==> src/rtl/invert_pkg.sv <==
// -----------------------------------------------------------------------------
// invert_pkg
// Shared definitions for the clocked inversion pipeline.
//   DEFAULT_WIDTH  : default data width of a pipeline word
//   DEFAULT_DEPTH  : default number of register stages (zero-stall latency)
//   DEFAULT_CNT_W  : default width of the output edge counter
//   stage_t        : one stage record (valid flag + data) at the default width,
//                    handy for monitors and benches that observe a slice
// -----------------------------------------------------------------------------
package invert_pkg;

  localparam int DEFAULT_WIDTH = 8;
  localparam int DEFAULT_DEPTH = 4;
  localparam int DEFAULT_CNT_W = 16;

  typedef struct packed {
    logic                     valid;
    logic [DEFAULT_WIDTH-1:0] data;
  } stage_t;

endpackage : invert_pkg

==> src/rtl/invert_stage.sv <==
// -----------------------------------------------------------------------------
// invert_stage
// One elastic register slice of the inversion pipeline. Holds at most one word
// and passes it downstream under a valid/ready handshake.
// Ports:
//   clk, rst   : rising-edge clock, asynchronous active-high reset
//   in_valid   : upstream offers a word
//   in_ready   : this slice takes a word this cycle (combinational)
//   in_data    : upstream word
//   out_valid  : this slice holds a word
//   out_ready  : downstream takes the held word this cycle
//   out_data   : held word (keeps its last value while empty)
// -----------------------------------------------------------------------------
module invert_stage
  import invert_pkg::*;
#(
  parameter int WIDTH = DEFAULT_WIDTH
) (
  input  logic             clk,
  input  logic             rst,
  input  logic             in_valid,
  output logic             in_ready,
  input  logic [WIDTH-1:0] in_data,
  output logic             out_valid,
  input  logic             out_ready,
  output logic [WIDTH-1:0] out_data
);

  logic             valid_q;
  logic [WIDTH-1:0] data_q;

  // Empty, or the held word leaves this very cycle. This is what lets bubbles
  // collapse while the far end is stalled.
  assign in_ready  = !valid_q || out_ready;
  assign out_valid = valid_q;
  assign out_data  = data_q;

  // NOTE: sequential state uses non-blocking assignments so every slice samples
  // its neighbour's pre-edge value; blocking here would let a word race through
  // several slices in a single clock.
  // NOTE: the data register is reset too, not just the valid flag, so the last
  // stage shows a known 0 after reset instead of X in mixed-signal co-sim.
  always_ff @(posedge clk or posedge rst) begin
    if (rst) begin
      valid_q <= 1'b0;
      data_q  <= '0;
    end else if (in_ready) begin
      valid_q <= in_valid;
      if (in_valid) begin
        data_q <= in_data;
      end
    end
  end

endmodule : invert_stage

==> src/rtl/invert_pipe.sv <==
// -----------------------------------------------------------------------------
// invert_pipe
// DEPTH-stage elastic pipeline that applies a programmable per-bit inversion at
// entry and reports changes between successive words leaving the pipeline.
// Ports:
//   clk, rst     : rising-edge clock, asynchronous active-high reset
//   inv_en       : apply INV_MASK to the word accepted this cycle
//   in_valid     : input word present
//   in_ready     : stage 0 can accept this cycle
//   in_data      : input word
//   out_valid    : last stage holds a word
//   out_ready    : consumer accepts this cycle
//   out_data     : last-stage word (holds last value while out_valid=0)
//   out_changed  : registered pulse, accepted word differed from the previous one
//   edge_count   : number of out_changed pulses, wrapping modulo 2^CNT_W
// -----------------------------------------------------------------------------
module invert_pipe
  import invert_pkg::*;
#(
  parameter int               WIDTH    = DEFAULT_WIDTH,
  parameter int               DEPTH    = DEFAULT_DEPTH,
  parameter logic [WIDTH-1:0] INV_MASK = '1,
  parameter int               CNT_W    = DEFAULT_CNT_W
) (
  input  logic             clk,
  input  logic             rst,
  input  logic             inv_en,
  input  logic             in_valid,
  output logic             in_ready,
  input  logic [WIDTH-1:0] in_data,
  output logic             out_valid,
  input  logic             out_ready,
  output logic [WIDTH-1:0] out_data,
  output logic             out_changed,
  output logic [CNT_W-1:0] edge_count
);

  // Inversion happens once, on entry; in-flight words never see inv_en again.
  logic [WIDTH-1:0] entry_data;
  assign entry_data = in_data ^ (inv_en ? INV_MASK : '0);

  // Each slice keeps its own link signals so the ready chain, which runs
  // combinationally from out_ready back to in_ready, is a plain wire path
  // rather than a self-referencing vector.
  for (genvar k = 0; k < DEPTH; k++) begin : g_stage
    logic             up_valid;
    logic [WIDTH-1:0] up_data;
    logic             up_ready;
    logic             dn_ready;
    logic             q_valid;
    logic [WIDTH-1:0] q_data;

    if (k == 0) begin : g_head
      assign up_valid = in_valid;
      assign up_data  = entry_data;
    end else begin : g_link
      assign up_valid = g_stage[k-1].q_valid;
      assign up_data  = g_stage[k-1].q_data;
    end

    if (k == DEPTH - 1) begin : g_tail
      assign dn_ready = out_ready;
    end else begin : g_mid
      assign dn_ready = g_stage[k+1].up_ready;
    end

    invert_stage #(
      .WIDTH (WIDTH)
    ) u_stage (
      .clk       (clk),
      .rst       (rst),
      .in_valid  (up_valid),
      .in_ready  (up_ready),
      .in_data   (up_data),
      .out_valid (q_valid),
      .out_ready (dn_ready),
      .out_data  (q_data)
    );
  end

  assign in_ready  = g_stage[0].up_ready;
  assign out_valid = g_stage[DEPTH-1].q_valid;
  assign out_data  = g_stage[DEPTH-1].q_data;

  // Edge detector: compares each accepted output word with the previously
  // accepted one; last_out starts at 0 so the first word is compared to 0.
  logic             out_xfer;
  logic             out_diff;
  logic [WIDTH-1:0] last_out;

  assign out_xfer = out_valid && out_ready;
  assign out_diff = out_xfer && (out_data != last_out);

  // The counter moves on the same edge that raises out_changed, so edge_count
  // already includes the pulse that is currently visible.
  always_ff @(posedge clk or posedge rst) begin
    if (rst) begin
      last_out    <= '0;
      out_changed <= 1'b0;
      edge_count  <= '0;
    end else begin
      out_changed <= out_diff;
      if (out_xfer) begin
        last_out <= out_data;
      end
      if (out_diff) begin
        edge_count <= edge_count + 1'b1;
      end
    end
  end

endmodule : invert_pipe

==> config.mk <==
export PLATFORM = sky130hd
export DESIGN_NAME = invert_pipe
export DESIGN_NICKNAME = d
export VERILOG_FILES = /design/src/rtl/invert_pkg.sv /design/src/rtl/invert_stage.sv /design/src/rtl/invert_pipe.sv
export SDC_FILE = /design/constraint.sdc
export NUM_CORES = 1
export LEC_CHECK = 0
export ABC_AREA = 1
export BUFFER_PORTS_ARGS = -buffer_cell sky130_fd_sc_hd__buf_2
export CORE_ASPECT_RATIO = 1.5
export CORE_UTILIZATION = 50
export CTS_BUF_LIST = sky130_fd_sc_hd__clkbuf_4 sky130_fd_sc_hd__clkbuf_8 sky130_fd_sc_hd__clkbuf_16
export CTS_CLUSTER_DIAMETER = 200
export CTS_CLUSTER_SIZE = 16
export DETAILED_ROUTE_END_ITERATION = 16
export GPL_ROUTABILITY_DRIVEN = 0
export PLACE_DENSITY = 0.82
export SLEW_MARGIN = 20
export SYNTH_ARGS = -nofsm -noshare
export SYNTH_HDL_FRONTEND = slang
export SYNTH_SLANG_ARGS = --single-unit
==> constraint.sdc <==
create_clock -name clk -period 2.45 [get_ports clk]
set_input_delay 0.735 -clock clk [delete_from_list [all_inputs] [get_ports clk]]
set_output_delay 0.735 -clock clk [all_outputs]
set_load 0.1 [all_outputs]
**Yosys cells after proc, flatten, opt, wreduce, memory -nomap -nowiden**

Cells that the tools add are included.

- Reduce and logical (&&, ||, !) cells: 14
- Muxes and demuxes: 1
- Bitwise gates (word level): 1
- Add/subtract/negate cells: 1
- Eq/ne operators: 1

Operators with widths:

| operator | number |
|---|---|
| 16-bit by 1-bit adder with 16-bit output, second input constant | 1 |
| 8-bit two-way mux | 1 |
| 8-bit inequality test | 1 |
| 2-bit AND reduction | 4 |
| 8-bit bitwise XOR | 1 |
| 1-bit logical NOT | 4 |
| 1-bit logical OR | 4 |
| 1-bit logical AND | 2 |

- Output and inout port bits: 27
- Register bits: 61
- Logic and storage cells: 29
- Bits of input ports: 13

**Logic depth before layout (Yosys ltp)**

Gate-level depths: netlist (run 1).

- Word-level depth: 6
- Mapped depth: 10

**Hierarchy**

Synthesis (run 1) repeated with hierarchy kept, for this count alone.

- Cells, all modules: 378
- Area, all modules: 3,055.4 um^2

Modules (own cells, without submodules):

| module | times used | cells an instance | area each (um^2) |
|---|---|---|---|
| invert_pipe | 1 | 218 | 1,569.0 |
| invert_stage | 4 | 40 | 371.6 |

**Least setup slack after synthesis (run 1)**

Ideal clock, no wire load.

- Path kind: register to output
- Start point: register g_stage[3].u_stage.valid_q
- End point: output in_ready
- Path slack: -126 ps
- Arrival time: 1,841 ps
- Data required time: 1,715 ps
- Buffers on the path: 0
- Stages on the path, launching flop included: 6
- Path through: dfrtp_1 > nand2_2 > nor2_4 > nand2_4 > nor2_4 > inv_1

- Cells in the longest elaborated chain, start to end: 5

Ends and longest elaborated chain:

| what | RTL line | source |
|---|---|---|
| start, declared | invert_stage.sv:29 | `logic valid_q;` |
| start signal, assigned | invert_stage.sv:48 | `valid_q <= in_valid;` |
| 1-bit logical NOT | invert_stage.sv:34 | `assign in_ready = !valid_q \|\| out_ready;` |
| 1-bit logical OR (4 in a row) | invert_stage.sv:34 |  |
| end, declared | invert_pipe.sv:29 | `output logic in_ready,` |

Every way passes these cells.

**Final worst setup path (run 1)**

- Start point: input out_ready
- End point: output in_ready

- Cells in the longest elaborated chain, start to end: 4

Ends and longest elaborated chain:

| what | RTL line | source |
|---|---|---|
| start, declared | invert_pipe.sv:32 | `input logic out_ready,` |
| 1-bit logical OR (4 in a row) | invert_stage.sv:34 |  |

Every way passes these cells.

==> results of run 1 <==
## power by group
| group | switching [W] | internal [W] |
|---|---|---|
| Sequential | 0.000249 | 0.00131 |
| Clock | 0.000378 | 0.000501 |
| Combinational | 0.00131 | 0.000361 |
## worst paths after layout
kind                            cells past startpoint                             end
worst max-delay path                                8                        in_ready
worst min-delay path                                3                     out_changed
worst max register to register                      9                   edge_count[6]
worst min register to register                      2  g_stage[2].u_stage.out_data[5]
max in group asynchronous                           3  g_stage[0].u_stage.out_data[6]
min in group clk                                    2  g_stage[2].u_stage.out_data[5]
## layout make-up
| cell class | instances | area, um2 |
|---|---|---|
| inverter | 42 | 157.7 |
| timing repair buffer | 41 | 225.2 |
| multi-input combinational | 243 | 1207 |
| clock buffer | 11 | 145.1 |
| sequential | 61 | 1528 |
| tap | 72 | 90.09 |
| clock inverter | 5 | 50.05 |
| fill | 526 | 2340 |
## through the flow
stage                     total power, W  hold slack (ns)
after floorplan                 0.002961           0.4426
after global placement          0.003199           0.4542
after detailed placement        0.003258           0.4589
after CTS                       0.004148           0.4547
after global routing            0.004363           0.4824
final                           0.004108           0.4467
## state kept, by name, indices dropped and copies added, names as in the netlist
register,cells
g_stage.u_stage.out_data,32
edge_count,16
last_out,8
g_stage.u_stage.out_valid,4
out_changed,1
## kinds of logic after synthesis
kind of cell	synth area share, %
compound gates	6.425
xor+xnor	5.029
fa+ha+maj	0.4226
buf+inv	7.650
flops	51.56
simple gates	28.91
## routing by layer
layer	part of all wire, %	vias up
met5	0	-
met1	38	1064
li1	-	1189
met3	4.8	9
met4	2.1	0
met2	55	60
## synthesized netlist by cell type
cell type | n | area [um2]
inv_2 | 7 | 26.28
nand2_4 | 1 | 11.26
ha_1 | 1 | 12.51
nand2_1 | 118 | 442.9
buf_6 | 2 | 22.52
buf_4 | 3 | 22.52
dfrtp_1 | 61 | 1526
clkbuf_1 | 1 | 3.750
nand3_1 | 28 | 140.1
xor2_1 | 11 | 96.34
inv_1 | 35 | 131.4
clkbuf_2 | 1 | 5.000
nand4_1 | 5 | 31.28
nand2_2 | 7 | 43.79
o21ai_1 | 2 | 10.01
a21oi_1 | 8 | 40.04
nor2_1 | 23 | 86.33
nor2_4 | 4 | 45.04
buf_2 | 3 | 15.01
o21ai_0 | 14 | 70.07
o21ai_2 | 8 | 70.07
xnor2_1 | 6 | 52.55
nor2_2 | 4 | 25.02
nand3_2 | 3 | 30.03
## worst min-delay path, stage by stage
cell,delay (ns)
buf_2,0.10
inv_2,0.06
buf_12,0.28
## what timing repair did
action | in CTS | in global routing
hold buffers | 0 | 0
endpoints found under the hold margin | 0 | 0
setup endpoints to repair | 0 | 1
gates resized for setup | 0 | 1
==> results.sh, run 1 <==
export IMPL_dp_hpwl_um=3844
export IMPL_nets=412
export IMPL_rows=34
export IMPL_yosysWarningCount=0
export IMPL_final_area_mm2=0.003403
export IMPL_irDropWorstVdd_uv=622.0
export IMPL_max_freq_mhz=422.8
export IMPL_clk_pin_slew_worst_paths_ns=0.06
export IMPL_crit_family="buffers and inverters"
export IMPL_syn_nets=370
export IMPL_diodes=0
export IMPL_timing_final_crit_share_pct=96.54
export IMPL_grt_usage_pct=20.51
export IMPL_grt_setup_unrepaired="no"
export IMPL_ys_ff_latch=61
export IMPL_die_x_um=64.83
export IMPL_startpoint_type="input pin"
export IMPL_clk_path_buf_depth=2
export IMPL_use_met2_pct=38.28
export IMPL_fin_util_pct=59.26
export IMPL_drtIter0Drc=117
export IMPL_ff2ff_setup_slack_ns=0.74
export IMPL_root_buffer="clkbuf_8"
export IMPL_overflow=0
export IMPL_seq_area_frac_synth_pct=51.56
export IMPL_cts_buffers=9
export IMPL_maxSlewViolCount=0
export IMPL_die_area_mm2=0.006239
export IMPL_ys_types=24
export IMPL_fin_setup_tns_ns=0
export IMPL_syn_inst=356
export IMPL_slowest_delay_ns=0.27
export IMPL_startpoint="out_ready"
export IMPL_grt_pass1_vias=2295
export IMPL_io_pins=40
export IMPL_worstPathArrival_ns=1.63
export IMPL_netlist_area_mm2=0.002960
export IMPL_path_class="input pin to primary output"
export IMPL_pre_cts_ws_ns=0.06423
export IMPL_port_buffers=39
export IMPL_slew_headroom_pct=66.49
export IMPL_end_kind="primary output"
export IMPL_power_leakage_nw=1.756
export IMPL_routed_wl_um=5385
export IMPL_mostFrequentLayoutCell="nand2_1"
export IMPL_cp_num_buf_inv=4
export IMPL_cts_tree="done"
export IMPL_p_per_area_mw_per_mm2=1207
export IMPL_crit_slowest_cell="clkbuf_4"
export IMPL_routedWlPerCell_um=11.34
export IMPL_syn_to_final_growth_pct=14.96
export IMPL_start_util_pct=51.55
export IMPL_antenna_found_initial=0
export IMPL_crit_chain="buf_2, inv_1, nand2_2, nor2_4, nand2_4, nor2_4, inv_1, clkbuf_4"
export IMPL_crit_required_ns=1.71
export IMPL_worstMarginPinSlew_ns=0.5062
export IMPL_grt_max_degree=62
export IMPL_crit_fanout=3
export IMPL_outcome="finished, final reports clean"
export IMPL_die_height_um=96.24
export IMPL_use_met1_pct=19.14
export IMPL_busiest_layer="met2"
export IMPL_route_detailed_drc=0
export IMPL_drive_gt1_share_pct=23.08
export IMPL_layout_common_cells="nand2_1 (118), dfrtp_1 (60), buf_2 (38), inv_1 (34), nand3_1 (28)"
export IMPL_core_area_mm2=0.005743
export IMPL_final_hold_violation_count=0
export IMPL_avgSynthCellArea_um2=8.316
export IMPL_timing_final_ws_setup_ns=0.08470
export IMPL_cts_num_sinks=61
export IMPL_grt_util_met3_pct=7.109
export IMPL_post_cts_buffers=0
export IMPL_firstDrtPassIters=4
export IMPL_placed_area_mm2=0.003206
export IMPL_vias_per_cell=4.888
export IMPL_drv_cap=0
export IMPL_grt_pass1_wl_um=9577
export IMPL_fin_cells=475
export IMPL_min_path_type="input pin to asynchronous set/reset pin"
export IMPL_place_inst=459
export IMPL_reg2reg_from="g_stage[3].u_stage.out_data[4]"
export IMPL_skew_ns=0.005386
export IMPL_vias=2322
export IMPL_cts_max_level=3
export IMPL_insertion_delay_ns=0.34
export IMPL_fin_crit_ns=2.365
export IMPL_setup_viol=0
export IMPL_final_antenna_net_count=0
(Power assumes the default switching activity.)
==> run 2, diff against run 1 <==
- CORE_UTILIZATION: 50 -> 57
- MAX_ROUTING_LAYER: not set -> met4
- PLACE_DENSITY: 0.82 -> 0.9
==> run 2 against run 1 <==
Effect of this change: count of clock-buffer cells in the layout stayed put; register-to-register slack better by 0.18 ns; wire length is 4.0% higher; die area is 12% lower; combinational power hardly changed; non-clock buffer count is 1 higher; worst setup slack worse by 0.016 ns; flip-flop and latch count stayed put; cell count is 1.3% lower; hold slack worse by 0.00096 ns; global-route usage is 3.1 points higher; critical path type unchanged.
==> results.sh, run 2 (synthesis gave the netlist of run 1 again) <==
export IMPL_setup_viol=0
export IMPL_insertion_delay_ns=0.34
export IMPL_grt_setup_unrepaired="no"
export IMPL_grt_pass1_wl_um=9466
export IMPL_irDropWorstVdd_uv=1011
export IMPL_worstMarginPinSlew_ns=0.5088
export IMPL_antenna_found_initial=0
export IMPL_startpoint_type="input pin"
export IMPL_routed_wl_um=5601
export IMPL_reg2reg_from="edge_count[0]"
export IMPL_cts_buffers=9
export IMPL_rows=31
export IMPL_num_fill_cells=422
export IMPL_route_detailed_drc=0
export IMPL_cts_max_level=3
export IMPL_overflow=0
export IMPL_cts_num_sinks=61
export IMPL_grt_usage_pct=23.65
export IMPL_grt_max_degree=62
export IMPL_p_comb_share_pct=40.8
export IMPL_path_class="input pin to primary output"
export IMPL_layout_common_cells="nand2_1 (118), dfrtp_1 (60), buf_2 (38), inv_1 (34), nand3_1 (28)"
export IMPL_start_util_pct=60.10
export IMPL_mostFrequentLayoutCell="nand2_1"
export IMPL_post_cts_buffers=0
export IMPL_root_buffer="clkbuf_8"
export IMPL_final_antenna_net_count=0
export IMPL_end_kind="primary output"
export IMPL_die_x_um=60.84
export IMPL_crit_required_ns=1.71
export IMPL_diodes=0
export IMPL_grt_pass1_vias=2370
export IMPL_largest_reg_flops=32
export IMPL_skew_ns=0.008707
export IMPL_firstDrtPassIters=5
export IMPL_drive_gt1_share_pct=23.08
export IMPL_die_area_mm2=0.005492
export IMPL_p_sw_share_pct=47.32
export IMPL_p_seq_share_pct=37.6
export IMPL_slew_headroom_pct=66.31
export IMPL_port_buffers=39
export IMPL_timing_final_crit_share_pct=97.18
export IMPL_crit_fanout=3
export IMPL_drtIter0Drc=183
export IMPL_max_freq_mhz=420.0
export IMPL_io_pins=40
export IMPL_switching_power_w=0.001961
export IMPL_fin_crit_ns=2.381
export IMPL_outcome="finished, final reports clean"
export IMPL_clk_pin_slew_worst_paths_ns=0.07
export IMPL_p_per_area_mw_per_mm2=1216
export IMPL_power_leakage_nw=1.755
export IMPL_die_height_um=90.27
export IMPL_fin_util_pct=69.16
export IMPL_drv_cap=0
export IMPL_core_area_mm2=0.004926
export IMPL_worstPathArrival_ns=1.65
export IMPL_fin_setup_tns_ns=0
export IMPL_min_path_type="input pin to asynchronous set/reset pin"
export IMPL_final_hold_violation_count=0
export IMPL_routedWlPerCell_um=11.94
export IMPL_maxSlewViolCount=0
export IMPL_syn_to_final_growth_pct=15.09
export IMPL_nets=413
export IMPL_clkPwrFrac_pct=21.6
export IMPL_vias=2405
export IMPL_cts_tree="done"
export IMPL_dp_hpwl_um=4089
export IMPL_vias_per_cell=5.128
export IMPL_intPower_w=0.002183
export IMPL_startpoint="out_ready"
export IMPL_clk_path_buf_depth=2
[run 2: final timing paths]
path                            slack (ns)  depth (start not counted)                             end
worst max register to register        0.92                          8                  edge_count[12]
min in group clk                      0.47                          2  g_stage[2].u_stage.out_data[5]
max in group asynchronous             1.74                          3                  edge_count[14]
worst min-delay path                  0.45                          3                     last_out[5]
worst min register to register        0.47                          2  g_stage[2].u_stage.out_data[5]
worst max-delay path                  0.07                          8                        in_ready
[run 2: critical path, stage by stage]
cell and delay [ns]:
buf_2 0.11, inv_1 0.06, nand2_2 0.07, nor2_4 0.12, nand2_4 0.08, nor2_4 0.12, inv_1 0.06, clkbuf_4 0.27
[run 2: layout make-up]
cell class	count	area, um2	area share (%)
Clock buffer	11	151.4	4.444
Clock inverter	4	47.55	1.396
Inverter	42	157.7	4.627
Multi-Input combinational cell	243	1207	35.44
Sequential cell	61	1528	44.84
Tap cell	66	82.58	2.424
Timing Repair Buffer	42	232.7	6.831
[run 2: what timing repair did]
action                     4_1_cts  5_1_grt
resized for setup                0        1
setup endpoints to repair        0        1
hold buffers                     0        0
[run 2: power by group through the flow]
stage | sequential [W] | clock [W] | combinational (W)
after floorplan | 0.00232 | 0 | 0.000644
after global placement | 0.00155 | 0 | 0.00165
after detailed placement | 0.00157 | 0 | 0.00170
after CTS | 0.00156 | 0.000909 | 0.00171
after global routing | 0.00159 | 0.000944 | 0.00184
final | 0.00156 | 0.000894 | 0.00169
[run 2: metal layers]
layer / GRT usage [%] / vias up / part of all wire (%)
li1: - / 1186 / -
met1: 22.29 / 1149 / 36
met2: 42.12 / 53 / 57
met3: 6.734 / 17 / 4.2
met4: 10.42 / 0 / 2.4
met5: - / - / 0
[run 2: metrics by stage]
step / cell area, um2 / worst slack, ns / hold WS, ns / instances / power, W
2_1_floorplan: 2962 / 0.06725 / 0.4426 / 356 / 0.002961
3_3_place_gp: 3206 / 0.07505 / 0.4537 / 454 / 0.003199
3_5_place_dp: 3206 / 0.04783 / 0.4591 / 454 / 0.003275
4_1_cts: 3405 / 0.04525 / 0.4497 / 469 / 0.004177
5_1_grt: 3407 / 0.005268 / 0.4983 / 469 / 0.004376
6_report: 3407 / 0.06914 / 0.4458 / 469 / 0.004143
==> run 3, diff against run 2 <==
- BUFFER_PORTS_ARGS: -buffer_cell sky130_fd_sc_hd__buf_2 -> -buffer_cell sky130_fd_sc_hd__buf_4
==> run 3 against run 2 <==
Effect of this change: first-iteration DRC count decreased by 11%; via count decreased by 0.83%; worst setup slack better by 0.055 ns; utilization increased by 1.2 points; sequential share of layout area fell by 0.74 points; critical path type unchanged; wire length down 0.98%; final area rose by 1.7%; count of clock-buffer cells in the layout rose by 1; clock skew shrank 0.0037 ns; flip-flop and latch count unchanged; maximum frequency up 2.4%; hold slack better by 0.0014 ns.
==> results.sh, run 3 (synthesis gave the netlist of run 1 again) <==
export IMPL_die_area_mm2=0.005492
export IMPL_setup_viol=0
export IMPL_worstMarginPinSlew_ns=0.4626
export IMPL_diodes=0
export IMPL_p_total_w=0.004105
export IMPL_grt_usage_pct=24.77
export IMPL_firstDrtPassIters=4
export IMPL_crit_fanout=3
export IMPL_grt_pass1_vias=2378
export IMPL_cts_buffers=9
export IMPL_crit_slowest_cell="buf_4"
export IMPL_crit_chain="buf_4, inv_1, nand2_2, nor2_4, nand2_4, nor2_4, inv_1, buf_4"
export IMPL_core_area_mm2=0.004926
export IMPL_drive_gt1_share_pct=22.69
export IMPL_dp_hpwl_um=3911
export IMPL_final_area_mm2=0.003465
export IMPL_root_buffer="clkbuf_8"
export IMPL_cts_num_sinks=61
export IMPL_start_util_pct=60.10
export IMPL_cts_resized=0
export IMPL_irDropWorstVdd_uv=671.7
export IMPL_crit_required_ns=1.71
export IMPL_rows=31
export IMPL_ff2ff_setup_slack_ns=0.86
export IMPL_syn_to_final_growth_pct=17.03
export IMPL_vias_per_cell=5.107
export IMPL_final_hold_violation_count=0
export IMPL_grt_pass1_wl_um=9777
export IMPL_nets=412
export IMPL_layout_common_cells="nand2_1 (118), dfrtp_1 (60), buf_4 (40), inv_1 (34), nand3_1 (28)"
export IMPL_clk_pin_slew_worst_paths_ns=0.06
export IMPL_largest_reg_flops=32
export IMPL_outcome="finished, final reports clean"
export IMPL_num_fill_cells=389
export IMPL_postCtsHoldBufs=0
export IMPL_fin_cells=467
export IMPL_mostFrequentLayoutCell="nand2_1"
export IMPL_timing_final_crit_share_pct=94.92
export IMPL_fin_crit_ns=2.326
export IMPL_cts_max_level=3
export IMPL_drtIter0Drc=162
export IMPL_worstPathArrival_ns=1.59
export IMPL_maxSlewViolCount=0
export IMPL_drv_cap=0
export IMPL_multiInputGateArea_mm2=0.001207
export IMPL_fin_util_pct=70.33
export IMPL_register_area_mm2=0.001528
export IMPL_p_per_area_mw_per_mm2=1185
export IMPL_place_inst=453
export IMPL_grt_max_degree=62
export IMPL_routedWlPerCell_um=11.88
export IMPL_skew_ns=0.004986
export IMPL_final_antenna_net_count=0
export IMPL_startpoint_type="input pin"
export IMPL_post_cts_buffers=0
export IMPL_crit_family="buffers and inverters"
export IMPL_path_class="input pin to primary output"
export IMPL_slew_headroom_pct=69.09
export IMPL_min_path_type="input pin to asynchronous set/reset pin"
export IMPL_cp_num_buf_inv=4
export IMPL_overflow=0
export IMPL_reg2reg_from="edge_count[0]"
export IMPL_insertion_delay_ns=0.34
export IMPL_power_leakage_nw=1.760
export IMPL_port_buffers=39
export IMPL_io_pins=40
export IMPL_route_detailed_drc=0
export IMPL_grt_setup_unrepaired="no"
export IMPL_max_freq_mhz=430.0
export IMPL_reg2reg_to="edge_count[12]"
export IMPL_end_kind="primary output"
export IMPL_fin_setup_tns_ns=0
export IMPL_die_height_um=90.27
export IMPL_routed_wl_um=5546
export IMPL_placed_area_mm2=0.003296
export IMPL_vias=2385
export IMPL_reg2reg_depth=8
export IMPL_die_x_um=60.84
export IMPL_clk_path_buf_depth=2
export IMPL_slowest_delay_ns=0.23
export IMPL_cts_tree="done"
export IMPL_antenna_found_initial=0
[run 3: power breakdown]
part | leakage, nW | internal (W) | switching [W]
Clock | 0.0915 | 0.000419 | 0.000369
Sequential | 0.764 | 0.00131 | 0.000256
Combinational | 0.904 | 0.000427 | 0.00133
[run 3: worst max-delay path by stage]
stage | from | end | slack [ns] | cells after the start
after floorplan | rst | g_stage[3].u_stage.out_valid | 0.07 | 1
final | out_ready | in_ready | 0.12 | 8
after CTS | out_ready | in_ready | 0.11 | 8
after detailed placement | out_ready | in_ready | 0.11 | 8
after global routing | out_ready | in_ready | 0.05 | 8
after global placement | out_ready | in_ready | 0.12 | 8
[run 3: layout make-up]
type,count,area share (%)
flip-flops and latches,61,44.10
multi-input cells,243,34.85
repair buffers,41,9.245
clock buffers,12,4.586
inverters,42,4.550
well taps,66,2.384
clock inverters,2,0.2889
[run 3: through the flow]
step                      hold WS [ns]  setup WS (ns)
after floorplan                 0.4426        0.06725
after global placement          0.4544         0.1245
after detailed placement        0.4592         0.1107
after CTS                       0.4591         0.1089
after global routing            0.4889        0.05443
final                           0.4471         0.1245
[run 3: metal layers]
| metal | up-vias | track usage, % | share of wire (%) |
|---|---|---|---|
| met5 | - | - | 0 |
| li1 | 1180 | - | - |
| met2 | 68 | 42.86 | 56 |
| met3 | 18 | 7.307 | 4.9 |
| met4 | 0 | 13.26 | 3.4 |
| met1 | 1119 | 23.31 | 36 |
[run 3: worst register-to-register path, delay by kind of cell (launching register included)]
| family | cells | cell delay, ns |
|---|---|---|
| and+or+nand+nor | 7 | 0.71 |
| DFF | 1 | 0.45 |
| adders and majority gates | 1 | 0.33 |
